File: config.mk
export PLATFORM = sky130hd
export DESIGN_NAME = audio_tone_player
export DESIGN_NICKNAME = d
export VERILOG_FILES = /design/src/rtl/audio_tone_player.sv
export SDC_FILE = /design/constraint.sdc
export NUM_CORES = 1
export LEC_CHECK = 0
export ABC_CLOCK_PERIOD_IN_PS = 9500
export CAP_MARGIN = 20
export CORE_ASPECT_RATIO = 1.75
export CORE_MARGIN = 1.5
export CORE_UTILIZATION = 55
export CTS_CLUSTER_DIAMETER = 60
export DETAILED_ROUTE_END_ITERATION = 6
export GPL_ROUTABILITY_DRIVEN = 0
export PLACE_DENSITY = 0.72
export SETUP_SLACK_MARGIN = 0.1
export SLEW_MARGIN = 40
export SYNTH_ARGS = -nofsm -noshare
export SYNTH_HDL_FRONTEND = slang
export SYNTH_SLANG_ARGS = --single-unit
File: constraint.sdc
create_clock -name clk -period 9.5 [get_ports clk]
set_input_delay 1.9 -clock clk [delete_from_list [all_inputs] [get_ports clk]]
set_output_delay 1.9 -clock clk [all_outputs]
set_load 0.005 [all_outputs]
File: src/rtl/audio_tone_player.sv
// ============================================================================
//  Module      : audio_tone_player
//  Description : Square-wave note player; plays one tone of programmable pitch
//                and duration, then pulses done. Optional post-note silent gap
//                is built when the AUDIO_GAP_EN macro is defined.
//  Revision    : 1.0 - initial release
// ============================================================================
`default_nettype none

module audio_tone_player #(
    parameter int PRESCALE    = 100,
    parameter int UNIT_CYCLES = 1_200_000,
`ifdef AUDIO_GAP_EN
    parameter int GAP_CYCLES  = 240_000,
`endif
    parameter int CNT_W       = 24
) (
    input  logic       clk,
    input  logic       reset,
    input  logic       audioreg,
    input  logic       audioact,
    input  logic [7:0] data_in,
    output logic       speaker,
    output logic       busy,
    output logic       done
);

    localparam logic [CNT_W-1:0] c_prescale = CNT_W'(PRESCALE);
    localparam logic [CNT_W-1:0] c_unit     = CNT_W'(UNIT_CYCLES);
    localparam logic [CNT_W-1:0] c_one      = CNT_W'(1);
`ifdef AUDIO_GAP_EN
    localparam logic [CNT_W-1:0] c_gap      = CNT_W'(GAP_CYCLES);
`endif

    typedef enum logic [1:0] {
        S_IDLE = 2'd0,
        S_PLAY = 2'd1,
`ifdef AUDIO_GAP_EN
        S_GAP  = 2'd3,
`endif
        S_DONE = 2'd2
    } state_t;

    state_t           r_state, w_state_nxt;
    logic [7:0]       r_tone, r_dur;
    logic [CNT_W-1:0] r_phase, w_phase_nxt;
    logic [CNT_W-1:0] r_dur_cnt, w_dur_cnt_nxt;
    logic             r_speaker, w_speaker_nxt;
    logic             r_busy, r_done;
    logic [CNT_W-1:0] w_half, w_dur_len;
`ifdef AUDIO_GAP_EN
    logic [CNT_W-1:0] r_gap_cnt, w_gap_cnt_nxt;
`endif

    assign w_half    = CNT_W'(r_tone) * c_prescale;
    assign w_dur_len = CNT_W'(r_dur) * c_unit;

    always_comb begin
        w_state_nxt   = r_state;
        w_phase_nxt   = r_phase;
        w_dur_cnt_nxt = r_dur_cnt;
        w_speaker_nxt = r_speaker;
`ifdef AUDIO_GAP_EN
        w_gap_cnt_nxt = r_gap_cnt;
`endif
        case (r_state)
            S_PLAY: begin
                if (r_dur_cnt >= w_dur_len - c_one) begin
                    w_phase_nxt   = '0;
                    w_dur_cnt_nxt = '0;
                    w_speaker_nxt = 1'b0;
`ifdef AUDIO_GAP_EN
                    w_state_nxt   = S_GAP;
`else
                    w_state_nxt   = S_DONE;
`endif
                end else begin
                    w_dur_cnt_nxt = r_dur_cnt + c_one;
                    // >= rather than == so a pitch lowered mid-note still wraps
                    if (w_half == '0) begin
                        w_speaker_nxt = 1'b0;
                        w_phase_nxt   = '0;
                    end else if (r_phase >= w_half - c_one) begin
                        w_speaker_nxt = ~r_speaker;
                        w_phase_nxt   = '0;
                    end else begin
                        w_phase_nxt   = r_phase + c_one;
                    end
                end
            end
`ifdef AUDIO_GAP_EN
            S_GAP: begin
                if (r_gap_cnt >= c_gap - c_one) begin
                    w_gap_cnt_nxt = '0;
                    w_state_nxt   = S_DONE;
                end else begin
                    w_gap_cnt_nxt = r_gap_cnt + c_one;
                end
            end
`endif
            S_DONE:  w_state_nxt = S_IDLE;
            default: w_state_nxt = S_IDLE;
        endcase

        // A new play command overrides whatever note is in progress
        if (audioact) begin
            w_state_nxt   = (data_in == 8'd0) ? S_DONE : S_PLAY;
            w_phase_nxt   = '0;
            w_dur_cnt_nxt = '0;
            w_speaker_nxt = 1'b0;
`ifdef AUDIO_GAP_EN
            w_gap_cnt_nxt = '0;
`endif
        end
    end

    always_ff @(posedge clk) begin
        if (reset) begin
            r_state   <= S_IDLE;
            r_tone    <= 8'd0;
            r_dur     <= 8'd0;
            r_phase   <= '0;
            r_dur_cnt <= '0;
            r_speaker <= 1'b0;
            r_busy    <= 1'b0;
            r_done    <= 1'b0;
`ifdef AUDIO_GAP_EN
            r_gap_cnt <= '0;
`endif
        end else begin
            r_state   <= w_state_nxt;
            r_phase   <= w_phase_nxt;
            r_dur_cnt <= w_dur_cnt_nxt;
            r_speaker <= w_speaker_nxt;
`ifdef AUDIO_GAP_EN
            r_busy    <= (w_state_nxt == S_PLAY) || (w_state_nxt == S_GAP);
            r_gap_cnt <= w_gap_cnt_nxt;
`else
            r_busy    <= (w_state_nxt == S_PLAY);
`endif
            r_done    <= (w_state_nxt == S_DONE);
            if (audioreg) r_tone <= data_in;
            if (audioact) r_dur  <= data_in;
        end
    end

    assign speaker = r_speaker;
    assign busy    = r_busy;
    assign done    = r_done;

endmodule

`default_nettype wire

; ---- Yosys cells after proc, flatten, opt, wreduce, memory -nomap -nowiden
; Index checks and enable logic that the tools add are counted.
[totals]
ff_bits = 69
output_inout_bits = 3
elab_cells = 36
[op_classes]
addsub = 4
n_mul = 2
n_lt_le_gt_ge = 2
n_eq_ne = 3
n_mux = 11
bitwise_logic = 1
reduce_logical = 5
[ops]
columns = cell, count
row1 = 2-to-1 mux 24 bit, 4
row2 = "adder 24 x 1 -> 24 bit, second input constant", 2
row3 = greater-or-equal comparator 24 bit, 2
row4 = logical NOT 24 bit, 1
row5 = "subtractor 24 x 1 -> 24 bit, second input constant", 1
row6 = "multiplier 8 x 14 -> 17 bit, second input constant", 1
row7 = "subtractor 15 x 1 -> 16 bit, second input constant", 1
row8 = "multiplier 8 x 5 -> 13 bit, second input constant", 1
row9 = logical NOT 8 bit, 1
row10 = 2-to-1 mux 2 bit, 4
row11 = "== test 2 x 1 -> 1 bit, second input constant", 2
row12 = 2-to-1 mux 1 bit, 3
row13 = nonzero test 3 bit, 1
row14 = "== test 2 bit, second input constant", 1
row15 = AND reduction 2 bit, 1
row16 = OR reduction 2 bit, 1
row17 = inverter 1 bit, 1

; ---- Longest topological paths before layout
; Gate-level depths: netlist of the first run.
[logic_depth]
depth_word = 7
ltp_mapped = 28

; ---- Least setup slack after synthesis of the first run
; Ideal clock, no wire load.
[synth_timing]
kind = reg-to-reg
from = reg r_dur[5]
to = reg r_phase[0]
setup_ns = 0.064
t_arrival_ns = 5.938
setup_slack_ns = 3.498
stages_incl_launch_ff = 25
n_path_buf = 1
synth_period_minus_slack_ns = 6.002
cell_sequence = dfxtp_1 inv_1 fa_1 inv_1 fa_1 fa_1 fa_1 ha_1 o21a_1 or2_2 a31oi_1 o31ai_1 xor2_1 nor3b_1 nand2_1 xor2_1 ha_1 a21o_1 a21oi_1 o21ai_0 a21oi_1 o41a_1 a31oi_4 buf_4 nor2_1
[synth_via]
elab_chain_cells = 4
[synth_lines]
columns = element, line
row1 = start: declaration, 45  ; logic [7:0] r_tone, r_dur;
row2 = start signal: assignment, 143  ; if (audioact) r_dur <= data_in;
row3 = multiplier 8 x 14 -> 17 bit, 56  ; assign w_dur_len = CNT_W'(r_dur) * c_unit;
row4 = subtractor 24 x 1 -> 24 bit, 68  ; if (r_dur_cnt >= w_dur_len - c_one) begin
row5 = greater-or-equal comparator 24 bit, 68
row6 = 2-to-1 mux 24 bit, 68
row7 = end signal: assignment, 132  ; r_phase <= w_phase_nxt;
row8 = end: declaration, 46  ; logic [CNT_W-1:0] r_phase, w_phase_nxt;
; No other way between the ends.
; A chain may end at the register's enable or synchronous reset.

; ---- Worst setup path in the final report of the first run
[layout_timing]
from = reg r_dur[5]
to = reg r_dur_cnt[3]
[layout_via]
elab_chain_cells = 4
[layout_lines]
columns = element, line
row1 = multiplier 8 x 14 -> 17 bit, 56
row2 = subtractor 24 x 1 -> 24 bit, 68
row3 = greater-or-equal comparator 24 bit, 68
row4 = 2-to-1 mux 24 bit, 68
row5 = end signal: assignment, 133  ; r_dur_cnt <= w_dur_cnt_nxt;
row6 = end: declaration, 47  ; logic [CNT_W-1:0] r_dur_cnt, w_dur_cnt_nxt;
; No other way between the ends.

==> results by group, run 1 <==
Outcome
  • Failing checks: design-rule violations
  • Status: finished, violations left

Detailed routing
  • Final WL: 14000 um
  • Number of remaining DRC errors: 3
  • Pre-antenna DRT Iters: 6
  • Vias per std cell: 5.73
  • Routed Antenna Nets: 0
  • Wire per inst: 15.5 um
  • DRT iter0 DRCs: between 150 and 200
  • Via count: 5171

Setup path
  • Reg2reg end: r_dur_cnt[3]$_SDFFE_PP0P_
  • Critical Path Sink: r_dur_cnt[3]$_SDFFE_PP0P_
  • Crit path from: r_dur[5]$_SDFFE_PP0P_
  • Sum of buffers and inverters on the critical path: 2
  • Reg2Reg Launch Point: r_dur[5]$_SDFFE_PP0P_
  • Most frequent CP cell: fa_1
  • CP arrival: 7280 ps
  • CP required: between 9000 and 10000 ps
  • Critical path depth: 23
  • Crit Path Category: flop to flop
  • Worst-path fanout max: 23
  • Worst setup SP type: flop
  • Crit path capture type: flop
  • Ordered cell list for the critical path: inv_1 -> fa_1 -> inv_1 -> fa_1 -> fa_1 -> fa_1 -> ha_1 -> nand3_1 -> o221ai_1 -> a21oi_1 -> o311ai_0 -> a21o_1 -> nor3b_1 -> nand2_1 -> xor2_1 -> ha_1 -> a21o_1 -> a21oi_1 -> o21ai_0 -> a21oi_1 -> nand2b_1 -> nand2_1 -> nor2_1
  • R2r setup slk: about 2500 ps
  • Max stage delay on crit path: about 630 ps
  • R2r worst-path depth: 23
  • Top delay family on crit path: adder cells
  • Crit path max-delay cell type: fa_1

Final layout
  • Area Growth Syn to Fin: 8.34%
  • # diodes: 0
  • Layout cells sized above 1: under 10%
  • Most common cell after layout, fill and taps aside: ha_1
  • Most frequent cells in the layout: ha_1, nor2_1, inv_1
  • # nets final: 918

Synthesis
  • Leading area contributor after synthesis: ha_1
  • Synthesis-stage register bit count: 69
  • Post-synthesis sequential area ratio: 21.0%
  • Synth Area in Simple Gates: roughly 18%
  • Post-Synth Adder-Cell Area: 30.1%
  • Net count after synthesis: 907
  • Fraction of synthesized area in multiplexers: under 10%
  • Avg Synthesized Cell Area: 8.73 um2
  • Synth async-reset ratio: 0%
  • Synth unique cells: 58
  • Ys Warns: 0
  • Largest family of logic cells by synthesized area: adder cells
  • Main synth FF type: dfxtp_1
  • Syn Inst Count: between 700 and 800
  • Synth Cell Area: roughly 0.0066 mm2
  • Synth area leaders: ha_1, dfxtp_1, fa_1, xnor2_1, xor2_1
  • Post-synthesis compound-gate area fraction: about a tenth
  • Yosys top cell area share: 22.5%
  • Number of synthesized flops with an enable pin: 0
  • XOR/XNOR share of the synthesized area: 12.0%

STA
  • Fmax: 142 MHz
  • Shortest period the worst path allows: 7020 ps
  • Fin. Hold Viols: 0
  • Setup TNS: 0 ps
  • Final Skew: 9.29 ps
  • Final slew viol count: 0
  • Final setup violation count: 0
  • RSZ-0062 raised after global routing: false
  • Fin crit share: 73.9%
  • Worst-Margin Slew: 779 ps
  • Worst slew margin: 48.0%

Clocking
  • Reg clk slew, reported paths: approximately 60 ps
  • CTS tree: done
  • Hold_buf cts: 0
  • Worst skew pair latency: roughly 340 ps
  • Number of H-tree levels: 3
  • Post-CTS sizing: 0
  • CTS Sinks: 69
  • Largest buffer count on any clock path: 2
  • Clk root buf: clkbuf_16
  • CTS Buf Count: 9
  • Setup Buffers After CTS: 0

GRT
  • GRT Total Usage: 23.6%
  • First-pass GRT wire length: 24200 um
  • Largest net degree at the start of global routing: 24
  • Congestion Overflow GR: 0
  • Initial antenna violation count: 0
  • Vias in the first global route: 5359

Flow run
  • Number of max-cap violations: 0

Placed design
  • Port Buffers: 14
  • HPWL reported at the end of detailed placement: about 11000 um

Die
  • Die Area: approximately 0.013 mm2
  • Die Y: 148 um
  • Core footprint: 0.0116 mm2
  • Chip Width: 85.6 um
  • Initial Utilization: 56.7%
  • Row count: 52
  • # IOs: 15

Pwr
  • Max VDD drop: ~81 uV
  • Pleak: 3.41 nW
  • Total power: just over 1 mW
  • PwrDens: 146 mW/mm2

Min path
  • Class of the worst hold path: flop to flop
cells by family after synthesis:
| logic type | Yosys count |
|---|---|
| and+or+nand+nor | 240 |
| adders and majority gates | 143 |
| buffers and inverters | 97 |
| AOI/OAI and AO/OA | 96 |
| xor gates and xnor gates | 90 |
| DFF | 69 |
| muxes | 17 |
registers in the layout (all words and copies together), names as in the netlist:
name and cells:
done 1, busy 1, speaker 1, r_dur_cnt 24, r_state 2, r_tone 8, r_phase 24, r_dur 8
synthesized netlist by cell type (all sizes together), types with 2 or more instances:
master / count
o21ba: 2
ha: 118
nor3: 13
o221ai: 3
fa: 25
o211ai: 3
nor2: 95
and2: 6
a21boi: 3
a21o: 25
a31oi: 4
nand2: 40
a221o: 4
a21oi: 21
or2: 5
and4: 8
nand3b: 2
or3: 2
inv: 83
buf: 4
xnor2: 49
nand4: 21
nor3b: 3
nand3: 16
a221oi: 2
nor4b: 2
clkbuf: 10
nand2b: 5
nor4: 3
and3: 10
xor2: 41
o21ai: 11
nor2b: 6
o21a: 4
dfxtp: 69
mux2i: 17
a211oi: 3
report_power, final:
part	internal [mW]	leakage, nW	switching, mW
clock	0.183	0.140	0.149
sequential	0.295	0.560	0.00921
combinational	0.168	2.71	0.235
total	0.646	3.41	0.392
area by class of cell:
type / instances / area, um2
Tap cell: 135 / 169
Sequential cell: 69 / 1380
Clock inverter: 7 / 65.1
Multi-Input combinational cell: 586 / 4820
Inverter: 83 / 312
Clock buffer: 9 / 225
Fill cell: 1013 / 4470
Timing Repair Buffer: 14 / 140
worst reg2reg max path: stages (launching register included):
cell	delay, ps
dfxtp_1	420
inv_1	130
fa_1	630
inv_1	70
fa_1	480
fa_1	540
fa_1	500
ha_1	340
nand3_1	110
o221ai_1	390
a21oi_1	250
o311ai_0	380
a21o_1	160
nor3b_1	260
nand2_1	100
xor2_1	170
ha_1	300
a21o_1	160
a21oi_1	120
o21ai_0	100
a21oi_1	410
nand2b_1	190
nand2_1	460
nor2_1	280
metal layers:
layer  part of all wire [%]  up-vias  GRT usage (%)
li1                       -     2592              -
met4                    2.1        0           7.74
met1                     40     2501           26.2
met5                      0        -              0
met3                    1.8       23           3.24
met2                     56       55           45.0
metrics by stage:
stage / util (%) / area (um2) / hold slack, ps / instances / setup WS (ps)
6_report: 61.4 / 7120 / 472 / 903 / 2480
3_3_place_gp: 58.9 / 6820 / 455 / 887 / 2880
5_1_grt: 61.4 / 7120 / 502 / 903 / 2140
4_1_cts: 61.4 / 7110 / 472 / 903 / 2540
2_1_floorplan: - / 6570 / 442 / 752 / 3500
3_5_place_dp: 58.9 / 6820 / 463 / 887 / 2600
worst min-delay path by stage:
stage / start / to / slack, ps / cells after the start
after floorplan: r_phase[1]$_SDFFE_PP0P_ / r_phase[1]$_SDFFE_PP0P_ / 440 / 2
after global placement: r_phase[1]$_SDFFE_PP0P_ / r_phase[1]$_SDFFE_PP0P_ / 450 / 2
after detailed placement: r_phase[1]$_SDFFE_PP0P_ / r_phase[1]$_SDFFE_PP0P_ / 460 / 2
after CTS: r_phase[1]$_SDFFE_PP0P_ / r_phase[1]$_SDFFE_PP0P_ / 470 / 2
after global routing: r_phase[1]$_SDFFE_PP0P_ / r_phase[1]$_SDFFE_PP0P_ / 500 / 2
final: r_phase[1]$_SDFFE_PP0P_ / r_phase[1]$_SDFFE_PP0P_ / 470 / 2
Power figures use the tool's default switching activity.
==> run 2: changes to the inputs <==
--- a/config.mk
+++ b/config.mk
@@ -5,7 +5,7 @@
 export SDC_FILE = /design/constraint.sdc
 export NUM_CORES = 1
 export LEC_CHECK = 0
-export ABC_CLOCK_PERIOD_IN_PS = 9500
+export ABC_CLOCK_PERIOD_IN_PS = 5950
 export CAP_MARGIN = 20
 export CORE_ASPECT_RATIO = 1.75
 export CORE_MARGIN = 1.5
@@ -13,7 +13,7 @@
 export CTS_CLUSTER_DIAMETER = 60
 export DETAILED_ROUTE_END_ITERATION = 6
 export GPL_ROUTABILITY_DRIVEN = 0
-export PLACE_DENSITY = 0.72
+export PLACE_DENSITY = 0.75
 export SETUP_SLACK_MARGIN = 0.1
 export SLEW_MARGIN = 40
 export SYNTH_ARGS = -nofsm -noshare
==> constraint.sdc (replaced) <==
create_clock -name clk -period 5.95 [get_ports clk]
set_input_delay 1.19 -clock clk [delete_from_list [all_inputs] [get_ports clk]]
set_output_delay 1.19 -clock clk [all_outputs]
set_load 0.005 [all_outputs]
==> run 2 against run 1 <==
  * The run still ends with design-rule violations left
  * Global-route usage rose by 1.3 points
  * Clock power rose by 71%
  * Via count rose by 5.0%
  * Design area rose by 11%
  * Hold slack improved by 32 ps
  * Clock skew barely moved
  * Routed wire length rose by 9.0%
  * Maximum frequency rose by 18%
  * Combinational power rose by 120%
  * Critical path type unchanged
==> results by group, run 2 (same netlist as run 1, synthesis figures left out) <==
Pwr
  • PwrDens: roughly 240 mW/mm2
  • Pleak: between 3 and 4 nW
  • Total power: about 1.9 mW
  • Max VDD drop: around 150 uV

Die
  • Die Y: around 150 um
  • Core footprint: between 0.01 and 0.015 mm2
  • # IOs: 15
  • Row count: 52
  • Initial Utilization: 56.7%
  • Chip Width: 85.6 um
  • Die Area: 0.0126 mm2

GRT
  • Initial antenna violation count: 0
  • GRT Total Usage: 24.9%
  • First-pass GRT wire length: 25400 um
  • Vias in the first global route: 5773
  • Congestion Overflow GR: 0
  • Largest net degree at the start of global routing: 24

Clocking
  • Clk root buf: clkbuf_16
  • CTS Buf Count: 9
  • CTS Sinks: 69
  • Reg clk slew, reported paths: ~60 ps
  • Largest buffer count on any clock path: 2
  • Worst skew pair latency: ~330 ps
  • CTS tree: done
  • Hold_buf cts: 0
  • Number of H-tree levels: 3

Min path
  • Hold Crit Start: r_dur_cnt[1]$_SDFFE_PP0P_
  • Hold path endpoint: r_dur_cnt[1]$_SDFFE_PP0P_
  • Worst Hold Depth: 2
  • Class of the worst hold path: flop to flop

STA
  • Shortest period the worst path allows: between 5000 and 6000 ps
  • Fin. Hold Viols: 0
  • RSZ-0062 raised after global routing: true
  • Worst slew margin: 48.5%
  • Final hold slack: 504 ps
  • Final slew viol count: 0
  • Worst-Margin Slew: ~770 ps
  • Fin crit share: 99.7%
  • Final Skew: around 9.6 ps
  • Fmax: 169 MHz
  • Final setup violation count: 0

Setup path
  • CP arrival: 6200 ps
  • R2r setup slk: 20 ps
  • Crit path max-delay cell type: fa_2
  • Worst setup SP type: flop
  • Top delay family on crit path: adder cells
  • CP required: 6220 ps
  • Most frequent CP cell: fa_1
  • R2r worst-path depth: 23
  • Reg2reg end: r_phase[4]$_SDFFE_PP0P_
  • Crit Path Category: flop to flop
  • Reg2Reg Launch Point: r_dur[6]$_SDFFE_PP0P_
  • Max stage delay on crit path: around 620 ps
  • Crit path capture type: flop
  • Ordered cell list for the critical path: fa_2 -> inv_2 -> fa_1 -> fa_1 -> fa_1 -> ha_4 -> o21a_1 -> or2_4 -> a31oi_4 -> a31o_2 -> a21o_1 -> nor3b_4 -> nand2_1 -> xor2_1 -> ha_1 -> a21o_1 -> a21oi_1 -> o21ai_1 -> a21oi_2 -> o41a_1 -> a31oi_4 -> clkbuf_16 -> nor2_4
  • Sum of buffers and inverters on the critical path: 2
  • Worst-path fanout max: 6

Detailed routing
  • Via count: 5432
  • DRT iter0 DRCs: just under 200
  • Number of remaining DRC errors: 2
  • DR top layer: met4
  • Final WL: 15300 um
  • DR WL met2: 8630 um
  • Routed Antenna Nets: 0
  • Met3 routed WL: 301 um
  • Pre-antenna DRT Iters: 6
  • Met1 wire length: 5700 um
  • Vias per std cell: 5.68
  • Wire per inst: 16.0 um

Final layout
  • Most common cell after layout, fill and taps aside: ha_1
  • # nets final: 972
  • Area Growth Syn to Fin: 19.8%
  • Leading registers by flop count: r_dur_cnt (24), r_phase (24)
  • FF+latch area: 0.00139 mm2
  • Most frequent cells in the layout: ha_1, nor2_1, inv_1
  • Area occupied by multi-input gates: 0.00507 mm2
  • Fill cells: 894
  • # diodes: 0
  • Layout cells sized above 1: 16.0%
  • Final std cells w/o fill: 956

Placed design
  • HPWL reported at the end of detailed placement: 11700 um
  • Port Buffers: 14
  • Placed insts: 927

Outcome
  • Failing checks: design-rule violations
  • Status: finished, violations left

Flow run
  • Number of max-cap violations: 0
## run 2: cell count changes in the layout (fill, tap and decap cells not counted), moves of 3 or more
cell / before / now
nor2_4: 0 / 9
inv_1: 83 / 78
dfxtp_1: 69 / 65
ha_1: 118 / 114
a21oi_1: 19 / 14
nor2_2: 0 / 7
dfxtp_2: 0 / 3
fa_2: 0 / 3
buf_4: 0 / 48
fa_1: 25 / 22
ha_4: 0 / 4
inv_2: 0 / 4
a21oi_2: 2 / 5
nor2_1: 95 / 79
## run 2: stage by stage
step | utilization (%) | setup WS [ps] | TNS [ps] | cell area, um2
floorplan | - | 118 | 0 | 6610
global placement | 62.0 | 59.2 | 0 | 7180
detailed placement | 62.0 | -175 | -6970 | 7180
CTS | 66.5 | 66.9 | 0 | 7700
global route | 67.9 | -251 | -9950 | 7870
finish | 67.9 | 17.5 | 0 | 7870
## run 2: worst min-delay path: stages (launching register included)
cell and delay (ps):
dfxtp_1 340, nand2_1 60, a21oi_1 60
## run 2: layout make-up
type	count	area share (%)
Clock buffer	9	2.86
Clock inverter	6	1.13
Inverter	83	3.99
Multi-Input combinational cell	586	64.4
Sequential cell	69	17.7
Tap cell	135	2.15
Timing Repair Buffer	68	7.79
## run 2: timing repair
action	in CTS	in global routing
buffers inserted	9	3
pin swaps	29	21
cloned	1	1
resized for setup	30	32
setup endpoints to repair	52	52
## run 2: worst max-delay path by stage
| stage | to | slack (ps) | cells past startpoint | from |
|---|---|---|---|---|
| 3_5_place_dp | r_phase[14]$_SDFFE_PP0P_ | -180 | 24 | r_dur[5]$_SDFFE_PP0P_ |
| 2_1_floorplan | r_phase[0]$_SDFFE_PP0P_ | 120 | 24 | r_dur[5]$_SDFFE_PP0P_ |
| 4_1_cts | r_phase[11]$_SDFFE_PP0P_ | 70 | 24 | r_dur[5]$_SDFFE_PP0P_ |
| 3_3_place_gp | r_phase[11]$_SDFFE_PP0P_ | 60 | 24 | r_dur[5]$_SDFFE_PP0P_ |
| 5_1_grt | r_phase[9]$_SDFFE_PP0P_ | -250 | 24 | r_dur[5]$_SDFFE_PP0P_ |
| 6_report | r_phase[4]$_SDFFE_PP0P_ | 20 | 23 | r_dur[6]$_SDFFE_PP0P_ |
## run 2: routing by layer
metal	global-route usage, %	vias up
met5	0	-
met2	48.8	88
met4	12.7	0
met3	3.13	39
met1	24.6	2604
li1	-	2701
## run 2: report_power, final
| group | leakage, nW | switching, mW | total [mW] | internal (mW) |
|---|---|---|---|---|
| clock | 0.147 | 0.205 | 0.569 | 0.364 |
| combinational | 3.02 | 0.457 | 0.865 | 0.408 |
| sequential | 0.561 | 0.00981 | 0.481 | 0.471 |
| total | 3.73 | 0.672 | 1.92 | 1.24 |
==> run 3: changes to the inputs <==
--- a/config.mk
+++ b/config.mk
@@ -13,6 +13,7 @@
 export CTS_CLUSTER_DIAMETER = 60
 export DETAILED_ROUTE_END_ITERATION = 6
 export GPL_ROUTABILITY_DRIVEN = 0
+export HOLD_SLACK_MARGIN = 0.06
 export PLACE_DENSITY = 0.75
 export SETUP_SLACK_MARGIN = 0.1
 export SLEW_MARGIN = 40
==> results of run 3 <==
No change in the layout: final DEF, timing and power equal those of run 2.
